**src/rtl/discrete_value_sampler_pkg.sv**
```systemverilog
// rtl/discrete_value_sampler_pkg.sv - shared state encoding, default widths and width helpers
package discrete_value_sampler_pkg;

  localparam int DEF_INT_WIDTH    = 16;
  localparam int DEF_INDEX_WIDTH  = 4;
  localparam int DEF_RANDOM_WIDTH = 32;

  typedef enum logic [1:0] {
    ST_IDLE   = 2'd0,
    ST_REDUCE = 2'd1,
    ST_OUTPUT = 2'd2
  } state_t;

  // One extra bit so a full signed range has span 2^W.
  function automatic int span_width(input int w);
    return w + 1;
  endfunction

  function automatic int cnt_width(input int r);
    return (r > 1) ? $clog2(r) : 1;
  endfunction

endpackage

```
**src/rtl/discrete_value_sampler_reducer.sv**
```systemverilog
// rtl/discrete_value_sampler_reducer.sv - shift-subtract modulo, one dividend bit per edge, MSB first
module sequential_modulo_reducer
  import discrete_value_sampler_pkg::*;
#(
  parameter int W = DEF_INT_WIDTH,
  parameter int R = DEF_RANDOM_WIDTH
) (
  input  logic         i_clk,
  input  logic         i_resetn,
  input  logic         i_start,
  input  logic [R-1:0] i_dividend,
  input  logic [W:0]   i_divisor,
  output logic         o_done,
  output logic [W:0]   o_remainder
);

  localparam int CW = cnt_width(R);

  logic [R-1:0]  r_dividend;
  logic [W:0]    r_divisor;
  logic [W:0]    r_rem;
  logic [CW-1:0] r_cnt;
  logic          r_running;

  logic [W+1:0]  w_t;
  logic [W:0]    w_next;

  // rem < divisor keeps t below 2*divisor, so the low W+1 bits of t-divisor are exact.
  always_comb begin
    w_t    = {r_rem, r_dividend[r_cnt]};
    w_next = w_t[W:0];
    if (w_t >= {1'b0, r_divisor}) begin
      w_next = w_t[W:0] - r_divisor;
    end
  end

  always_ff @(posedge i_clk) begin
    if (!i_resetn) begin
      r_dividend <= '0;
      r_divisor  <= '0;
      r_rem      <= '0;
      r_cnt      <= '0;
      r_running  <= 1'b0;
    end else if (i_start) begin
      r_dividend <= i_dividend;
      r_divisor  <= i_divisor;
      r_rem      <= '0;
      r_cnt      <= CW'(R - 1);
      r_running  <= 1'b1;
    end else if (r_running) begin
      r_rem <= w_next;
      if (r_cnt == '0) begin
        r_running <= 1'b0;
      end else begin
        r_cnt <= r_cnt - 1'b1;
      end
    end
  end

  // Asserted in the cycle whose closing edge performs the final iteration.
  assign o_done      = r_running && (r_cnt == '0);
  assign o_remainder = r_rem;

endmodule

```
**src/rtl/discrete_value_sampler.sv**
```systemverilog
// rtl/discrete_value_sampler.sv - draws a uniform signed value in [start, end] from a random word
module discrete_value_sampler
  import discrete_value_sampler_pkg::*;
#(
  parameter int MAX_BIT_WIDTH_OF_INTEGER_VARIABLE = DEF_INT_WIDTH,
  parameter int MAX_BIT_WIDTH_OF_VARIABLES_INDEX  = DEF_INDEX_WIDTH,
  parameter int RANDOM_WIDTH                      = DEF_RANDOM_WIDTH
) (
  input  logic                                               in_clock,
  input  logic                                               in_reset,
  input  logic                                               in_enable,
  input  logic        [MAX_BIT_WIDTH_OF_VARIABLES_INDEX-1:0]  in_variable_index,
  input  logic signed [MAX_BIT_WIDTH_OF_INTEGER_VARIABLE-1:0] in_start,
  input  logic signed [MAX_BIT_WIDTH_OF_INTEGER_VARIABLE-1:0] in_end,
  input  logic                                               in_equal,
  input  logic        [RANDOM_WIDTH-1:0]                      in_random,
  output logic signed [MAX_BIT_WIDTH_OF_INTEGER_VARIABLE-1:0] out_value,
  output logic        [MAX_BIT_WIDTH_OF_VARIABLES_INDEX-1:0]  out_variable_index,
  output logic                                               out_valid,
  output logic                                               out_error,
  output logic                                               out_busy
);

  localparam int W  = MAX_BIT_WIDTH_OF_INTEGER_VARIABLE;
  localparam int IW = MAX_BIT_WIDTH_OF_VARIABLES_INDEX;
  localparam int SW = span_width(W);

  state_t          r_state;
  logic [W-1:0]    r_start;
  logic [IW-1:0]   r_tag;
  logic            r_error;
  logic            r_fast;

  logic            w_empty;
  logic [SW-1:0]   w_span;
  logic            w_red_start;
  logic            w_red_done;
  logic [SW-1:0]   w_red_rem;
  logic [W-1:0]    w_rem;

  always_comb begin
    w_empty     = in_end < in_start;
    w_span      = ({in_end[W-1], in_end} - {in_start[W-1], in_start}) + SW'(1);
    w_red_start = (r_state == ST_IDLE) && in_enable && !in_equal && !w_empty;
    w_rem       = r_fast ? '0 : w_red_rem[W-1:0];
  end

  sequential_modulo_reducer #(
    .W (W),
    .R (RANDOM_WIDTH)
  ) u_reducer (
    .i_clk       (in_clock),
    .i_resetn    (in_reset),
    .i_start     (w_red_start),
    .i_dividend  (in_random),
    .i_divisor   (w_span),
    .o_done      (w_red_done),
    .o_remainder (w_red_rem)
  );

  always_ff @(posedge in_clock) begin
    if (!in_reset) begin
      r_state            <= ST_IDLE;
      r_start            <= '0;
      r_tag              <= '0;
      r_error            <= 1'b0;
      r_fast             <= 1'b0;
      out_value          <= '0;
      out_variable_index <= '0;
      out_valid          <= 1'b0;
      out_error          <= 1'b0;
      out_busy           <= 1'b0;
    end else begin
      out_valid <= 1'b0;
      case (r_state)
        ST_IDLE: begin
          if (in_enable) begin
            r_start  <= in_start;
            r_tag    <= in_variable_index;
            out_busy <= 1'b1;
            // A point range wins over the empty check even if start != end.
            r_fast   <= in_equal || w_empty;
            r_error  <= !in_equal && w_empty;
            r_state  <= (in_equal || w_empty) ? ST_OUTPUT : ST_REDUCE;
          end
        end
        ST_REDUCE: begin
          if (w_red_done) begin
            r_state <= ST_OUTPUT;
          end
        end
        ST_OUTPUT: begin
          out_value          <= r_start + w_rem;
          out_variable_index <= r_tag;
          out_error          <= r_error;
          out_valid          <= 1'b1;
          out_busy           <= 1'b0;
          r_state            <= ST_IDLE;
        end
        default: r_state <= ST_IDLE;
      endcase
    end
  end

endmodule
```
**config.mk**
```make
export PLATFORM = sky130hd
export DESIGN_NAME = discrete_value_sampler
export DESIGN_NICKNAME = d
export VERILOG_FILES = /design/src/rtl/discrete_value_sampler_pkg.sv /design/src/rtl/discrete_value_sampler_reducer.sv /design/src/rtl/discrete_value_sampler.sv
export SDC_FILE = /design/constraint.sdc
export NUM_CORES = 1
export LEC_CHECK = 0
export CORE_MARGIN = 3
export CORE_UTILIZATION = 45
export CTS_CLUSTER_SIZE = 28
export DETAILED_ROUTE_END_ITERATION = 8
export HOLD_SLACK_MARGIN = 0.12
export PLACE_DENSITY = 0.67
export SLEW_MARGIN = 30
export SYNTH_ARGS = -nofsm -noshare
export SYNTH_HDL_FRONTEND = slang
export SYNTH_SLANG_ARGS = --single-unit
export TNS_END_PERCENT = 1
```
**constraint.sdc**
```tcl
create_clock -name in_clock -period 6.4 [get_ports in_clock]
set_input_delay 1.28 -clock in_clock [delete_from_list [all_inputs] [get_ports in_clock]]
set_output_delay 1.28 -clock in_clock [all_outputs]
set_load 0.02 [all_outputs]
```
==> results of run 1 <==
## worst max-delay path: stages (launching register included)
cell and delay (ps):
sky130_fd_sc_hd__dfxtp_1 560, sky130_fd_sc_hd__mux4_2 550, sky130_fd_sc_hd__and2_1 160, sky130_fd_sc_hd__a211oi_1 220
sky130_fd_sc_hd__a311oi_1 80, sky130_fd_sc_hd__a211oi_1 330, sky130_fd_sc_hd__ha_1 240, sky130_fd_sc_hd__inv_1 50
sky130_fd_sc_hd__fa_1 410, sky130_fd_sc_hd__a21oi_2 210, sky130_fd_sc_hd__o211ai_2 110, sky130_fd_sc_hd__a311oi_2 420
sky130_fd_sc_hd__a211oi_4 160, sky130_fd_sc_hd__nor2_8 310, sky130_fd_sc_hd__nor4_1 100, sky130_fd_sc_hd__a2111oi_1 350
## routing by layer
metal / vias up / global-route usage, % / part of all wire, %
met4: 0 / 5.60 / 0.95
met1: 3044 / 29.6 / 52
met5: - / 0 / 0
met2: 124 / 30.0 / 43
met3: 16 / 3.27 / 4.1
li1: 3468 / - / -
## cell usage in the layout (no fill, tap or decap), types with 5 or more instances in the layout
master,Yosys,routed
sky130_fd_sc_hd__nand2_1,185,185
sky130_fd_sc_hd__dfxtp_1,119,119
sky130_fd_sc_hd__clkdlybuf4s50_1,0,93
sky130_fd_sc_hd__a21boi_0,74,74
sky130_fd_sc_hd__ha_1,68,68
sky130_fd_sc_hd__inv_1,64,64
sky130_fd_sc_hd__nor2_1,48,48
sky130_fd_sc_hd__a21oi_1,42,42
sky130_fd_sc_hd__o21ai_0,34,34
sky130_fd_sc_hd__nor2b_1,26,26
sky130_fd_sc_hd__nand3_1,23,23
sky130_fd_sc_hd__xnor2_1,21,21
sky130_fd_sc_hd__a211oi_1,18,18
sky130_fd_sc_hd__clkbuf_16,0,17
sky130_fd_sc_hd__mux2i_1,16,16
sky130_fd_sc_hd__nand2b_1,14,14
sky130_fd_sc_hd__xor2_1,14,14
sky130_fd_sc_hd__a21o_1,11,11
sky130_fd_sc_hd__fa_1,10,10
sky130_fd_sc_hd__nand3b_1,9,9
sky130_fd_sc_hd__mux4_2,8,8
sky130_fd_sc_hd__buf_4,2,8
sky130_fd_sc_hd__and2_1,7,7
sky130_fd_sc_hd__o21a_1,7,7
sky130_fd_sc_hd__nand4_1,7,7
sky130_fd_sc_hd__and3_1,6,6
sky130_fd_sc_hd__nor3_1,6,6
sky130_fd_sc_hd__a31oi_1,5,5
sky130_fd_sc_hd__clkinvlp_4,0,5
## sequential cells by signal, indices dropped and copies added (netlist names)
signal / cells
u_reducer.o_remainder: 17
u_reducer.r_running: 1
r_fast: 1
u_reducer.r_divisor: 17
u_reducer.r_dividend: 32
r_start: 16
out_valid: 1
r_state: 2
out_variable_index: 4
out_value: 16
r_error: 1
out_busy: 1
r_tag: 4
u_reducer.r_cnt: 5
out_error: 1
## worst paths after layout
kind | start | endpoint | slack, ps | cells after the start
worst max-delay path | u_reducer.r_cnt[1] | u_reducer.o_remainder[10] | 2010 | 15
worst min-delay path | out_variable_index[2] | out_variable_index[2] | 460 | 2
worst max register to register | u_reducer.r_cnt[1] | u_reducer.o_remainder[10] | 2010 | 15
worst min register to register | out_variable_index[2] | out_variable_index[2] | 460 | 2
## kinds of logic (layout without fill, tap and decap cells)
kind of cell    after synthesis  count (layout)  share of synthesized area (%)
compound gates              237             237                           21.0
xor+xnor                     35              35                           3.92
fa+ha+maj                    78              78                           13.4
buf+inv                     110             198                           5.68
flops                       119             119                           30.4
mux                          24              24                           4.35
simple gates                354             354                           21.1
## per-stage QoR
step,area [µm²],setup WS (ps),power (µW)
2_1_floorplan,7820,2610,1470
3_3_place_gp,8900,1860,1640
3_5_place_dp,8900,1770,1650
4_1_cts,9440,2000,2510
5_1_grt,9440,1630,2640
6_report,9440,2010,2490
## cell type report
class	instances	area [µm²]	share of cell area, %
multi-input cells	728	5010	53.1
flip-flops and latches	119	2380	25.2
repair buffers	102	996	10.6
clock buffers	21	460	4.88
well taps	220	275	2.92
inverters	64	240	2.55
clock inverters	11	75.1	0.795
## power by group through the flow
| stage | registers (µW) | logic [µW] | clock network [µW] |
|---|---|---|---|
| 3_5_place_dp | 853 | 797 | 0 |
| 2_1_floorplan | 836 | 636 | 0 |
| 6_report | 838 | 800 | 852 |
| 5_1_grt | 846 | 894 | 901 |
| 3_3_place_gp | 853 | 791 | 0 |
| 4_1_cts | 838 | 801 | 867 |
==> implementation parameters, run 1 <==
Parameter                              Value

Status
  Outcome ... complete, no violations

Final layout
  Number of diodes ... 0
  Cell Count, Final, Fillers Out ... between 1000 and 1500
  Area grow syn2layout ... 20.6%
  NumNets Final ... about 1200
  Core occupancy in the finished layout ... between 50% and 60%
  Share of final-layout standard cells stronger than drive strength 1 ... 6.03%
  Fillcell total ... 1670

Global route
  Initial antenna violation count ... 0
  Sum of overflow across all layers after global routing ... 0
  Global-route wire length before repair ... approximately 30000 µm
  Maximum number of pins on one net before global-route repair ... 82
  Total global routing track utilization ... about 20%
  Vias in the first global route ... approximately 6200

Routing
  Via count normalized by instance count ... 5.26
  Final routed wirelength across all metal layers ... ~18000 µm
  Total via count in the routed design ... roughly 6700
  Number of detailed-route iterations in the first pass ... 5
  Post-detailed-route count of antenna-violating nets ... 0
  Detailed-route wire length per cell ... around 14 µm
  Post-detailed-route DRC marker count ... 0
  Number of DRC markers in iteration 0 ... between 200 and 300

Yosys
  Dominant cell type by area after synthesis ... sky130_fd_sc_hd__dfxtp_1
  Cell with the most instances after synthesis ... sky130_fd_sc_hd__nand2_1
  Number of warnings issued by yosys ... 0
  Gate Count Post-Synth ... between 900 and 1000
  Flip-flop and latch count after synthesis ... 119
  Total nets after synthesis ... about 1100
  Post-synthesis average cell area ... around 8 µm²
  Share of synthesized area occupied by flip-flops and latches ... between 30% and 40%
  Cell area after synthesis ... 7820 µm²
  Commonest cells in the netlist ... 185 x sky130_fd_sc_hd__nand2_1, 119 x sky130_fd_sc_hd__dfxtp_1, 74 x sky130_fd_sc_hd__a21boi_0
  Top cells by area, synth ... sky130_fd_sc_hd__dfxtp_1 30%, sky130_fd_sc_hd__ha_1 11%, sky130_fd_sc_hd__nand2_1 8.9%
  Post-synth top area share ... 30.4%
  Number of synthesized flops with an enable pin ... 0
  Top FF cell, synth ... sky130_fd_sc_hd__dfxtp_1
  Distinct cell type count after synthesis ... 66
  Share of synthesized flip-flops with an asynchronous set or reset ... 0%

Clocking
  Clock Tree Buf Depth ... 2
  Setup Buffers After CTS ... 0
  CTS sink count ... between 100 and 150
  CTS Hold Bufs ... 0
  Post-cts repair resize count ... 0
  Clock input transition at the sequential cells of the worst setup and hold paths ... approximately 60 ps
  Clock tree from TritonCTS ... done
  Buffer type at the clock tree root ... sky130_fd_sc_hd__clkbuf_16
  Clock buffer count from CTS ... 17
  Clock network latency to the later pin of the worst-skew pair ... 410 ps
  Number of H-tree levels ... 4

Flow run
  Max-cap violations ... 0

Power
  Part of the total power dissipated in combinational logic ... between 30% and 40%
  Leakage power figure ... 0.00384 µW
  Total internal power ... roughly 1700 µW
  Switching power as a share of total power ... 33.1%
  Share of power burned in the clock network ... approximately a third
  Maximum vdd ir drop ... roughly 220 µV
  Net Switching ... about 820 µW
  Share of total power in sequential cells ... 33.7%
  Total power divided by cell area ... roughly 260 nW/µm²

Place
  Placed cell count ... about 1200
  Post-DP HPWL ... between 10000 and 15000 µm
  Buffers on Ports ... 94
  Global placement routability congestion ... 0.863

Worst setup path
  Startpoint type of the worst setup path ... flip-flop
  Crit path DAT ... 4680 ps
  Required time at the worst-slack endpoint ... 6680 ps
  Critical path class ... reg2reg
  Worst-path fanout max ... 18
  Type of destination of the critical path ... flip-flop

STA
  Worst clock skew ... approximately 6.4 ps
  Final period demand of the worst path ... around 4400 ps
  Setup TNS ... 0 ps
  Final hold violations ... 0
  Normalized max-slew margin ... roughly 53%
  Ratio of final minimum period to clock period ... between 60 and 70%
  Minimum hold slack ... roughly 460 ps
  RSZ-0062 raised after global routing ... no
  Final count of negative-setup-slack endpoints ... 0
  Transition at the pin with the smallest max-transition slack ... roughly 710 ps
  Maximum frequency from static timing analysis ... about 230 MHz
  Number of pins with negative max-slew slack in the final report ... 0

Floorplan
  Core Footprint ... between 15000 and 20000 µm²
  Die outline width ... ~140 µm
  Number of core rows ... 47
  Area of the die ... 19000 µm²
  Y dimension of the die ... 138 µm
  Initial Util ... 46.5%
  I/O pin cnt ... 95

Min path
  Type of the most critical hold path ... reg2reg
No activity file was read; power rests on OpenSTA's default activity.
==> run 2, diff against run 1 <==
--- a/config.mk
+++ b/config.mk
@@ -10,7 +10,7 @@
 export CTS_CLUSTER_SIZE = 28
 export DETAILED_ROUTE_END_ITERATION = 8
 export HOLD_SLACK_MARGIN = 0.12
-export PLACE_DENSITY = 0.67
+export PLACE_DENSITY = 0.69
 export SLEW_MARGIN = 30
 export SYNTH_ARGS = -nofsm -noshare
 export SYNTH_HDL_FRONTEND = slang
==> constraint.sdc (replaced) <==
create_clock -name in_clock -period 3.7 [get_ports in_clock]
set_input_delay 0.74 -clock in_clock [delete_from_list [all_inputs] [get_ports in_clock]]
set_output_delay 0.74 -clock in_clock [all_outputs]
set_load 0.02 [all_outputs]
==> run 2 against run 1 <==
Against the previous run:
- the run now ends with setup timing left
- via count grew 1.3%
- critical path depth rose by 2
- global-route usage is 0.84 points higher
- worst setup slack got worse by 2000 ps
- final cell count rose by 2.3%
- clock power increased by 100%
- count of clock-buffer cells in the layout is the same
- worst hold slack improved by 1.3 ps
- combinational power grew 110%
- sequential power up 72%
==> implementation parameters, run 2 (synthesized netlist as in run 1, its figures left out) <==
Parameter                              Value

Status
  Outcome ... complete, but fails checks (was complete, no violations)
  Violated checks ... setup timing

STA
  Number of pins with negative max-slew slack in the final report ... 0 (unchanged)
  Worst clock skew ... 5.63 ps (was 6.39 ps)
  Setup TNS ... -71.9 ps (was 0 ps)
  Final count of negative-setup-slack endpoints ... 3 (was 0)
  Transition at the pin with the smallest max-transition slack ... 640 ps (was 705 ps)
  Final period demand of the worst path ... 3740 ps (was 4390 ps)
  Normalized max-slew margin ... 57.2% (was 53.0%)
  Maximum frequency from static timing analysis ... 267 MHz (was 228 MHz)
  RSZ-0062 raised after global routing ... yes (was no)
  Final hold violations ... 0 (unchanged)
  Final setup margin ... -40.3 ps (was 2010 ps)
  Ratio of final minimum period to clock period ... 101% (was 68.7%)

Routing
  Number of detailed-route iterations in the first pass ... 6 (was 5)
  Number of DRC markers in iteration 0 ... 295 (was 285)
  Via count normalized by instance count ... 5.21 (was 5.26)
  Detailed-route wire length per cell ... 14.5 µm (was 14.4 µm)
  Wire length on met1 ... 9390 µm (was 9540 µm)
  Uppermost layer routed ... met4 (unchanged)
  Met3 Routed Length ... 902 µm (was 757 µm)
  Post-detailed-route count of antenna-violating nets ... 0 (unchanged)
  Total via count in the routed design ... 6736 (was 6652)
  WL met2 ... 8290 µm (was 7790 µm)
  Final routed wirelength across all metal layers ... 18800 µm (was 18300 µm)
  Post-detailed-route DRC marker count ... 0 (unchanged)

Floorplan
  Core Footprint ... 16800 µm² (unchanged)
  Area of the die ... 19000 µm² (unchanged)
  Die outline width ... 138 µm (unchanged)
  Number of core rows ... 47 (unchanged)
  Y dimension of the die ... 138 µm (unchanged)
  Initial Util ... 46.5% (unchanged)
  I/O pin cnt ... 95 (unchanged)

Place
  Global placement routability congestion ... 0.920 (was 0.863)
  Buffers on Ports ... 94 (unchanged)
  Worst slack, placed ... -234 ps (was 1770 ps)
  Post-DP HPWL ... 14600 µm (was 13800 µm)

Clocking
  Clock network latency to the later pin of the worst-skew pair ... 430 ps (was 410 ps)
  CTS sink count ... 119 (unchanged)
  CTS Hold Bufs ... 0 (unchanged)
  Buffer type at the clock tree root ... sky130_fd_sc_hd__clkbuf_16 (unchanged)
  Clock buffer count from CTS ... 17 (unchanged)
  Clock tree from TritonCTS ... done (unchanged)
  Clock input transition at the sequential cells of the worst setup and hold paths ... 60 ps (about the same)
  Clock Tree Buf Depth ... 2 (unchanged)
  Number of H-tree levels ... 4 (unchanged)

Power
  Total internal power ... 3290 µW (was 1660 µW)
  Total Power ... 4860 µW (was 2490 µW)
  Maximum vdd ir drop ... 361 µV (was 221 µV)
  Leakage power figure ... 0.00404 µW (was 0.00384 µW)
  Total power divided by cell area ... 491 nW/µm² (was 264 nW/µm²)
  Switching power as a share of total power ... 32.4% (was 33.1%)
  Share of total power in sequential cells ... 29.6% (was 33.7%)
  Part of the total power dissipated in combinational logic ... 35.3% (was 32.1%)
  Net Switching ... 1580 µW (was 825 µW)
  Share of power burned in the clock network ... 35.1% (was 34.2%)

Global route
  Sum of overflow across all layers after global routing ... 0 (unchanged)
  Initial antenna violation count ... 0 (unchanged)
  Global-route wire length before repair ... 31500 µm (was 30100 µm)
  Total global routing track utilization ... 20.8% (was 20.0%)
  Vias in the first global route ... 6494 (was 6165)
  Maximum number of pins on one net before global-route repair ... 38 (was 82)

Final layout
  Share of final-layout standard cells stronger than drive strength 1 ... 10.1% (was 6.03%)
  Reg with most FFs ... u_reducer.r_dividend (unchanged)
  Max FFs per register ... 32 (unchanged)
  Number of diodes ... 0 (unchanged)
  Area grow syn2layout ... 26.5% (was 20.6%)
  NumNets Final ... 1211 (was 1182)
  Commonest cells after routing, fill and taps aside ... 185 x sky130_fd_sc_hd__nand2_1, 117 x sky130_fd_sc_hd__dfxtp_1, 93 x sky130_fd_sc_hd__clkdlybuf4s50_1, 74 x sky130_fd_sc_hd__a21boi_0, 67 x sky130_fd_sc_hd__ha_1 (was 185 x sky130_fd_sc_hd__nand2_1, 119 x sky130_fd_sc_hd__dfxtp_1, 93 x sky130_fd_sc_hd__clkdlybuf4s50_1, 74 x sky130_fd_sc_hd__a21boi_0, 68 x sky130_fd_sc_hd__ha_1)
  Core occupancy in the finished layout ... 58.9% (was 56.1%)
  Most common cell after layout, fill and taps aside ... sky130_fd_sc_hd__nand2_1 (unchanged)

Worst setup path
  Critical path buffers and inverters ... 3 (was 1)
  Worst-path fanout max ... 7 (was 18)
  Register-to-register setup slack ... -40 ps (was 2010 ps)
  Crit path DAT ... 4030 ps (was 4680 ps)
  Most used cell, CP ... sky130_fd_sc_hd__a211oi_2 (was sky130_fd_sc_hd__a211oi_1)
  Slowest cell on the critical path ... sky130_fd_sc_hd__mux4_2 (was sky130_fd_sc_hd__dfxtp_1)
  R2R Path Start ... u_reducer.r_cnt[1] (unchanged)
  Required time at the worst-slack endpoint ... 3990 ps (was 6680 ps)
  Sequence of cells on the critical path ... mux4_2, and2_4, a211oi_2, a311oi_1, a211oi_1, buf_4, ha_4, inv_2, fa_2, a21oi_4, o211ai_2, a311oi_2, a211oi_4, nor2_8, buf_12, mux2i_4, a211oi_2 (was mux4_2, and2_1, a211oi_1, a311oi_1, a211oi_1, ha_1, inv_1, fa_1, a21oi_2, o211ai_2, a311oi_2, a211oi_4, nor2_8, nor4_1, a2111oi_1)
  Reg2reg path depth ... 17 (was 15)
  Critical path class ... reg2reg (unchanged)
  Top delay family on crit path ... compound AO/OA/AOI/OAI gates (unchanged)
  Delay of the slowest cell on the worst path ... 510 ps (was 560 ps)
  Terminus of the critical flop-to-flop path ... u_reducer.o_remainder[12] (was u_reducer.o_remainder[10])
  Type of destination of the critical path ... flip-flop (unchanged)
  Startpoint type of the worst setup path ... flip-flop (unchanged)

Min path
  Hold worst-path end ... r_tag[2] (was out_variable_index[2])
  Hold path cells ... 2 (unchanged)
  Hold path start ... r_tag[2] (was out_variable_index[2])
  Type of the most critical hold path ... reg2reg (unchanged)

Flow run
  Max-cap violations ... 0 (unchanged)
run 2: cell type report:
cell class              count  area, µm²
clock buffers              21        480
clock inverters            11        135
fillers                  1534       6920
inverters                  64        240
multi-input cells         728       5100
flip-flops and latches    119       2390
well taps                 220        275
repair buffers            131       1280
run 2: repair_timing:
action	4_1_cts	5_1_grt
cloned	0	1
pin swaps	20	16
gates resized for setup	14	9
setup buffers	3	1
endpoints found under the setup margin	17	17
run 2: how the worst max path moves through the flow:
stage / cells after the start / from / to / slack [ps]
2_1_floorplan: 17 / u_reducer.r_cnt[1] / u_reducer.o_remainder[11] / 10
3_3_place_gp: 17 / u_reducer.r_cnt[1] / u_reducer.o_remainder[10] / -140
6_report: 17 / u_reducer.r_cnt[1] / u_reducer.o_remainder[12] / -40
5_1_grt: 17 / u_reducer.r_cnt[1] / u_reducer.o_remainder[12] / -170
3_5_place_dp: 16 / u_reducer.r_cnt[0] / u_reducer.o_remainder[12] / -230
4_1_cts: 17 / u_reducer.r_cnt[1] / u_reducer.o_remainder[12] / -100
run 2: power groups by stage:
stage	logic [µW]	clock network, µW	registers [µW]
6_report	1720	1700	1440
5_1_grt	1880	1790	1450
4_1_cts	1600	1740	1440
3_5_place_dp	1520	0	1460
3_3_place_gp	1510	0	1460
2_1_floorplan	1100	0	1450
run 2: worst min-delay path: cells and delay by family, from the launching register on:
kind | cells | cell delay [ps]
flops | 1 | 310
compound gates | 1 | 60
simple gates | 1 | 40
run 2: per-layer routing:
layer	up-vias	track usage, %
li1	3517	-
met1	3075	29.0
met2	121	32.4
met3	23	5.08
met4	0	5.49
met5	-	0
run 2: per-stage QoR:
| stage | hold WS, ps | instance area (µm²) | instances |
|---|---|---|---|
| 2_1_floorplan | 440 | 7830 | 957 |
| 3_3_place_gp | 450 | 9130 | 1257 |
| 3_5_place_dp | 456 | 9130 | 1257 |
| 4_1_cts | 465 | 9830 | 1292 |
| 5_1_grt | 478 | 9900 | 1294 |
| 6_report | 462 | 9900 | 1294 |
==> run 3, diff against run 2 <==
--- a/config.mk
+++ b/config.mk
@@ -14,5 +14,6 @@
 export SLEW_MARGIN = 30
 export SYNTH_ARGS = -nofsm -noshare
 export SYNTH_HDL_FRONTEND = slang
+export SYNTH_HIERARCHICAL = 1
 export SYNTH_SLANG_ARGS = --single-unit
 export TNS_END_PERCENT = 1
==> run 3 against run 2 <==
Against the previous run:
- the run now ends clean
- power decreased by 2.8%
- highest routed layer unchanged
- global-route usage decreased by 0.57 points
- sequential power is essentially flat
- non-clock buffer count is 12 higher
- die area up 1.8%
- clock skew up 3.7 ps
- final cell count decreased by 0.39%
- sequential cell count unchanged
- count of clock-buffer cells in the layout is 3 lower
- core utilization fell by 0.38 points
==> implementation parameters, run 3 <==
Parameter                              Value

Yosys
  Top FF cell, synth ... sky130_fd_sc_hd__dfxtp_1 (unchanged)
  Dominant cell type by area after synthesis ... sky130_fd_sc_hd__dfxtp_1 (unchanged)
  Gate Count Post-Synth ... 931 (was 957)
  Share of synthesized area occupied by flip-flops and latches ... 29.9% (was 30.4%)
  Total nets after synthesis ... 1081 (was 1107)
  Flip-flop and latch count after synthesis ... 119 (unchanged)
  Cell with the most instances after synthesis ... sky130_fd_sc_hd__dfxtp_1 (was sky130_fd_sc_hd__nand2_1)
  Cell area after synthesis ... 7970 µm² (was 7820 µm²)
  Synthesized-area fraction occupied by and/or/nand/nor cells ... 19.8% (was 21.1%)
  XOR/XNOR Fraction of Synth Area ... 4.61% (was 3.92%)
  Post-synthesis average cell area ... 8.56 µm² (was 8.18 µm²)
  Top cells by area, synth ... sky130_fd_sc_hd__dfxtp_1 30%, sky130_fd_sc_hd__ha_1 11%, sky130_fd_sc_hd__mux2i_1 8.4% (was sky130_fd_sc_hd__dfxtp_1 30%, sky130_fd_sc_hd__ha_1 11%, sky130_fd_sc_hd__nand2_1 8.9%)
  Share of synthesized flip-flops with an asynchronous set or reset ... 0% (unchanged)
  Distinct cell type count after synthesis ... 69 (was 66)
  Commonest cells in the netlist ... 119 x sky130_fd_sc_hd__dfxtp_1, 91 x sky130_fd_sc_hd__nand2_1, 76 x sky130_fd_sc_hd__nor2b_1 (was 185 x sky130_fd_sc_hd__nand2_1, 119 x sky130_fd_sc_hd__dfxtp_1, 74 x sky130_fd_sc_hd__a21boi_0)
  Compound-Gate Fraction of Synth Area ... 18.0% (was 21.0%)
  Combinational family with the most area after synthesis ... simple AND/OR/NAND/NOR gates (unchanged)
  Proportion of synthesized area in mux cells ... 9.40% (was 4.35%)
  Share of synthesized cell area in full adder, half adder and majority cells ... 13.2% (was 13.4%)
  Post-synth top area share ... 29.9% (was 30.4%)
  Number of synthesized flops with an enable pin ... 0 (unchanged)
  Number of warnings issued by yosys ... 6 (was 0)

Routing
  Total via count in the routed design ... 6847 (was 6736)
  Via count normalized by instance count ... 5.31 (was 5.21)
  Detailed-route wire length per cell ... 15.2 µm (was 14.5 µm)
  Final routed wirelength across all metal layers ... 19500 µm (was 18800 µm)
  Post-detailed-route DRC marker count ... 0 (unchanged)
  Number of DRC markers in iteration 0 ... 314 (was 295)
  Number of detailed-route iterations in the first pass ... 5 (was 6)
  Post-detailed-route count of antenna-violating nets ... 0 (unchanged)

Final layout
  NumNets Final ... 1201 (was 1211)
  Reg with most FFs ... u_reducer/r_dividend (was u_reducer.r_dividend)
  Area grow syn2layout ... 26.8% (was 26.5%)
  Commonest cells after routing, fill and taps aside ... 117 x sky130_fd_sc_hd__dfxtp_1, 93 x sky130_fd_sc_hd__clkdlybuf4s50_1, 91 x sky130_fd_sc_hd__nand2_1, 76 x sky130_fd_sc_hd__nor2b_1, 67 x sky130_fd_sc_hd__ha_1 (was 185 x sky130_fd_sc_hd__nand2_1, 117 x sky130_fd_sc_hd__dfxtp_1, 93 x sky130_fd_sc_hd__clkdlybuf4s50_1, 74 x sky130_fd_sc_hd__a21boi_0, 67 x sky130_fd_sc_hd__ha_1)
  Cell area after layout ... 10100 µm² (was 9900 µm²)
  Fillcell total ... 1574 (was 1534)
  Max FFs per register ... 32 (unchanged)
  Share of final-layout standard cells stronger than drive strength 1 ... 10.7% (was 10.1%)
  Number of diodes ... 0 (unchanged)
  Most common cell after layout, fill and taps aside ... sky130_fd_sc_hd__dfxtp_1 (was sky130_fd_sc_hd__nand2_1)

Worst setup path
  Critical path buffers and inverters ... 3 (unchanged)
  Critical path class ... reg2reg (unchanged)
  Delay of the slowest cell on the worst path ... 500 ps (was 510 ps)
  Register-to-register setup slack ... 80 ps (was -40 ps)
  Crit path DAT ... 3920 ps (was 4030 ps)
  R2R Path Start ... u_reducer/r_cnt[0] (was u_reducer.r_cnt[1])
  Origin of the worst setup path ... u_reducer/r_cnt[0] (was u_reducer.r_cnt[1])
  Startpoint type of the worst setup path ... flip-flop (unchanged)
  Terminus of the critical flop-to-flop path ... u_reducer/o_remainder[4] (was u_reducer.o_remainder[12])
  Worst-path fanout max ... 9 (was 7)
  Slowest cell on the critical path ... sky130_fd_sc_hd__mux4_2 (unchanged)
  Type of destination of the critical path ... flip-flop (unchanged)
  Top delay family on crit path ... compound AO/OA/AOI/OAI gates (unchanged)
  Required time at the worst-slack endpoint ... 3990 ps (about the same)
  Reg2reg path depth ... 16 (was 17)
  Sequence of cells on the critical path ... mux4_2, o211ai_1, nor2_1, nor3_1, buf_4, ha_4, inv_2, fa_2, a21o_1, a221o_1, nand3_2, a31oi_2, or2_4, buf_8, mux2i_1, a21oi_1 (was mux4_2, and2_4, a211oi_2, a311oi_1, a211oi_1, buf_4, ha_4, inv_2, fa_2, a21oi_4, o211ai_2, a311oi_2, a211oi_4, nor2_8, buf_12, mux2i_4, a211oi_2)

Floorplan
  Core Footprint ... 17300 µm² (was 16800 µm²)
  Area of the die ... 19400 µm² (was 19000 µm²)
  Die outline width ... 139 µm (was 138 µm)
  Number of core rows ... 48 (was 47)
  Y dimension of the die ... 139 µm (was 138 µm)
  I/O pin cnt ... 95 (unchanged)
  Initial Util ... 46.1% (was 46.5%)

Clocking
  CTS sink count ... 119 (unchanged)
  Clock input transition at the sequential cells of the worst setup and hold paths ... 60 ps (about the same)
  Clock buffer count from CTS ... 17 (unchanged)
  Buffer type at the clock tree root ... sky130_fd_sc_hd__clkbuf_16 (unchanged)
  Clock Tree Buf Depth ... 2 (unchanged)
  Number of H-tree levels ... 4 (unchanged)
  CTS Hold Bufs ... 0 (unchanged)
  Clock tree from TritonCTS ... done (unchanged)
  Clock network latency to the later pin of the worst-skew pair ... 420 ps (was 430 ps)

STA
  Worst clock skew ... 9.33 ps (was 5.63 ps)
  Number of pins with negative max-slew slack in the final report ... 0 (unchanged)
  Final hold violations ... 0 (unchanged)
  Setup TNS ... 0 ps (was -71.9 ps)
  Final period demand of the worst path ... 3620 ps (was 3740 ps)
  Ratio of final minimum period to clock period ... 97.9% (was 101%)
  Final count of negative-setup-slack endpoints ... 0 (was 3)
  RSZ-0062 raised after global routing ... yes (unchanged)
  Maximum frequency from static timing analysis ... 276 MHz (was 267 MHz)
  Normalized max-slew margin ... 45.7% (was 57.2%)
  Transition at the pin with the smallest max-transition slack ... 814 ps (was 640 ps)

Place
  Post-DP HPWL ... 14900 µm (was 14600 µm)
  Buffers on Ports ... 94 (unchanged)
  Global placement routability congestion ... 0.891 (was 0.920)
  Placed cell areas ... 9360 µm² (was 9130 µm²)

Flow run
  Max-cap violations ... 0 (unchanged)

Power
  Total power divided by cell area ... 467 nW/µm² (was 491 nW/µm²)
  Maximum vdd ir drop ... 448 µV (was 361 µV)
  Leakage power figure ... 0.00413 µW (was 0.00404 µW)

Min path
  Hold worst-path end ... out_value[6] (was r_tag[2])
  Hold path cells ... 2 (unchanged)
  Hold path start ... out_value[6] (was r_tag[2])
  Type of the most critical hold path ... reg2reg (unchanged)

Global route
  Sum of overflow across all layers after global routing ... 0 (unchanged)
  Vias in the first global route ... 6398 (was 6494)
  Initial antenna violation count ... 0 (unchanged)
  Total global routing track utilization ... 20.2% (was 20.8%)
  Global-route wire length before repair ... 32300 µm (was 31500 µm)
  Maximum number of pins on one net before global-route repair ... 64 (was 38)

Status
  Outcome ... complete, no violations (was complete, but fails checks)
## run 3: area by class of cell
type | count | area (µm²) | share of cell area (%)
Clock inverter | 14 | 175 | 1.73
Timing Repair Buffer | 143 | 1340 | 13.2
Tap cell | 225 | 282 | 2.78
Clock buffer | 18 | 439 | 4.34
Inverter | 61 | 229 | 2.26
Multi-Input combinational cell | 709 | 5260 | 52.0
Sequential cell | 119 | 2390 | 23.6
## run 3: logic make-up (layout without fill, tap and decap cells)
group	Yosys count	in the layout
flops	119	119
buf+inv	103	236
fa+ha+maj	78	78
mux	72	72
compound gates	216	216
simple gates	301	301
xor+xnor	42	42
## run 3: how the worst max path moves through the flow
stage | cells after the start | endpoint
final | 16 | u_reducer/o_remainder[4]
after global routing | 16 | u_reducer/o_remainder[4]
after CTS | 16 | u_reducer/o_remainder[7]
after detailed placement | 18 | u_reducer/o_remainder[7]
after global placement | 18 | u_reducer/o_remainder[7]
after floorplan | 18 | u_reducer/o_remainder[9]
## run 3: timing repair
action / in CTS / in global routing
resized for setup: 12 / 19
hold endpoints to repair: 0 / 0
endpoints found under the setup margin: 17 / 17
setup buffers: 0 / 4
pin swaps: 0 / 12
## run 3: power breakdown
group	switching (µW)	internal (µW)	leakage [µW]
sequential	75.1	1370	0.000969
combinational	814	786	0.00286
clock	606	1080	0.000293
total	1500	3230	0.00413
## run 3: through the flow
stage                     setup WS [ps]  total power, µW  instances  hold WS (ps)  util (%)
after floorplan                    82.8             2540        931           441         -
after global placement             -189             2960       1253           449      54.1
after detailed placement           -218             2970       1253           459      54.1
after CTS                          22.0             4690       1285           466      57.8
after global routing              -78.8             4990       1289           491      58.5
final                              78.0             4730       1289           460      58.5
## run 3: worst register-to-register path: cells and delay by family, from the launching register on
family / cells / cell delay, ps
fa+ha+maj: 2 / 480
buf+inv: 3 / 360
flops: 1 / 370
compound gates: 5 / 930
mux: 2 / 680
simple gates: 4 / 680
## run 3: routing by layer
layer	global-route usage [%]	wire [µm]
met1	27.3	9130
met2	33.6	9360
met3	4.14	844
met4	4.69	221
met5	0	0
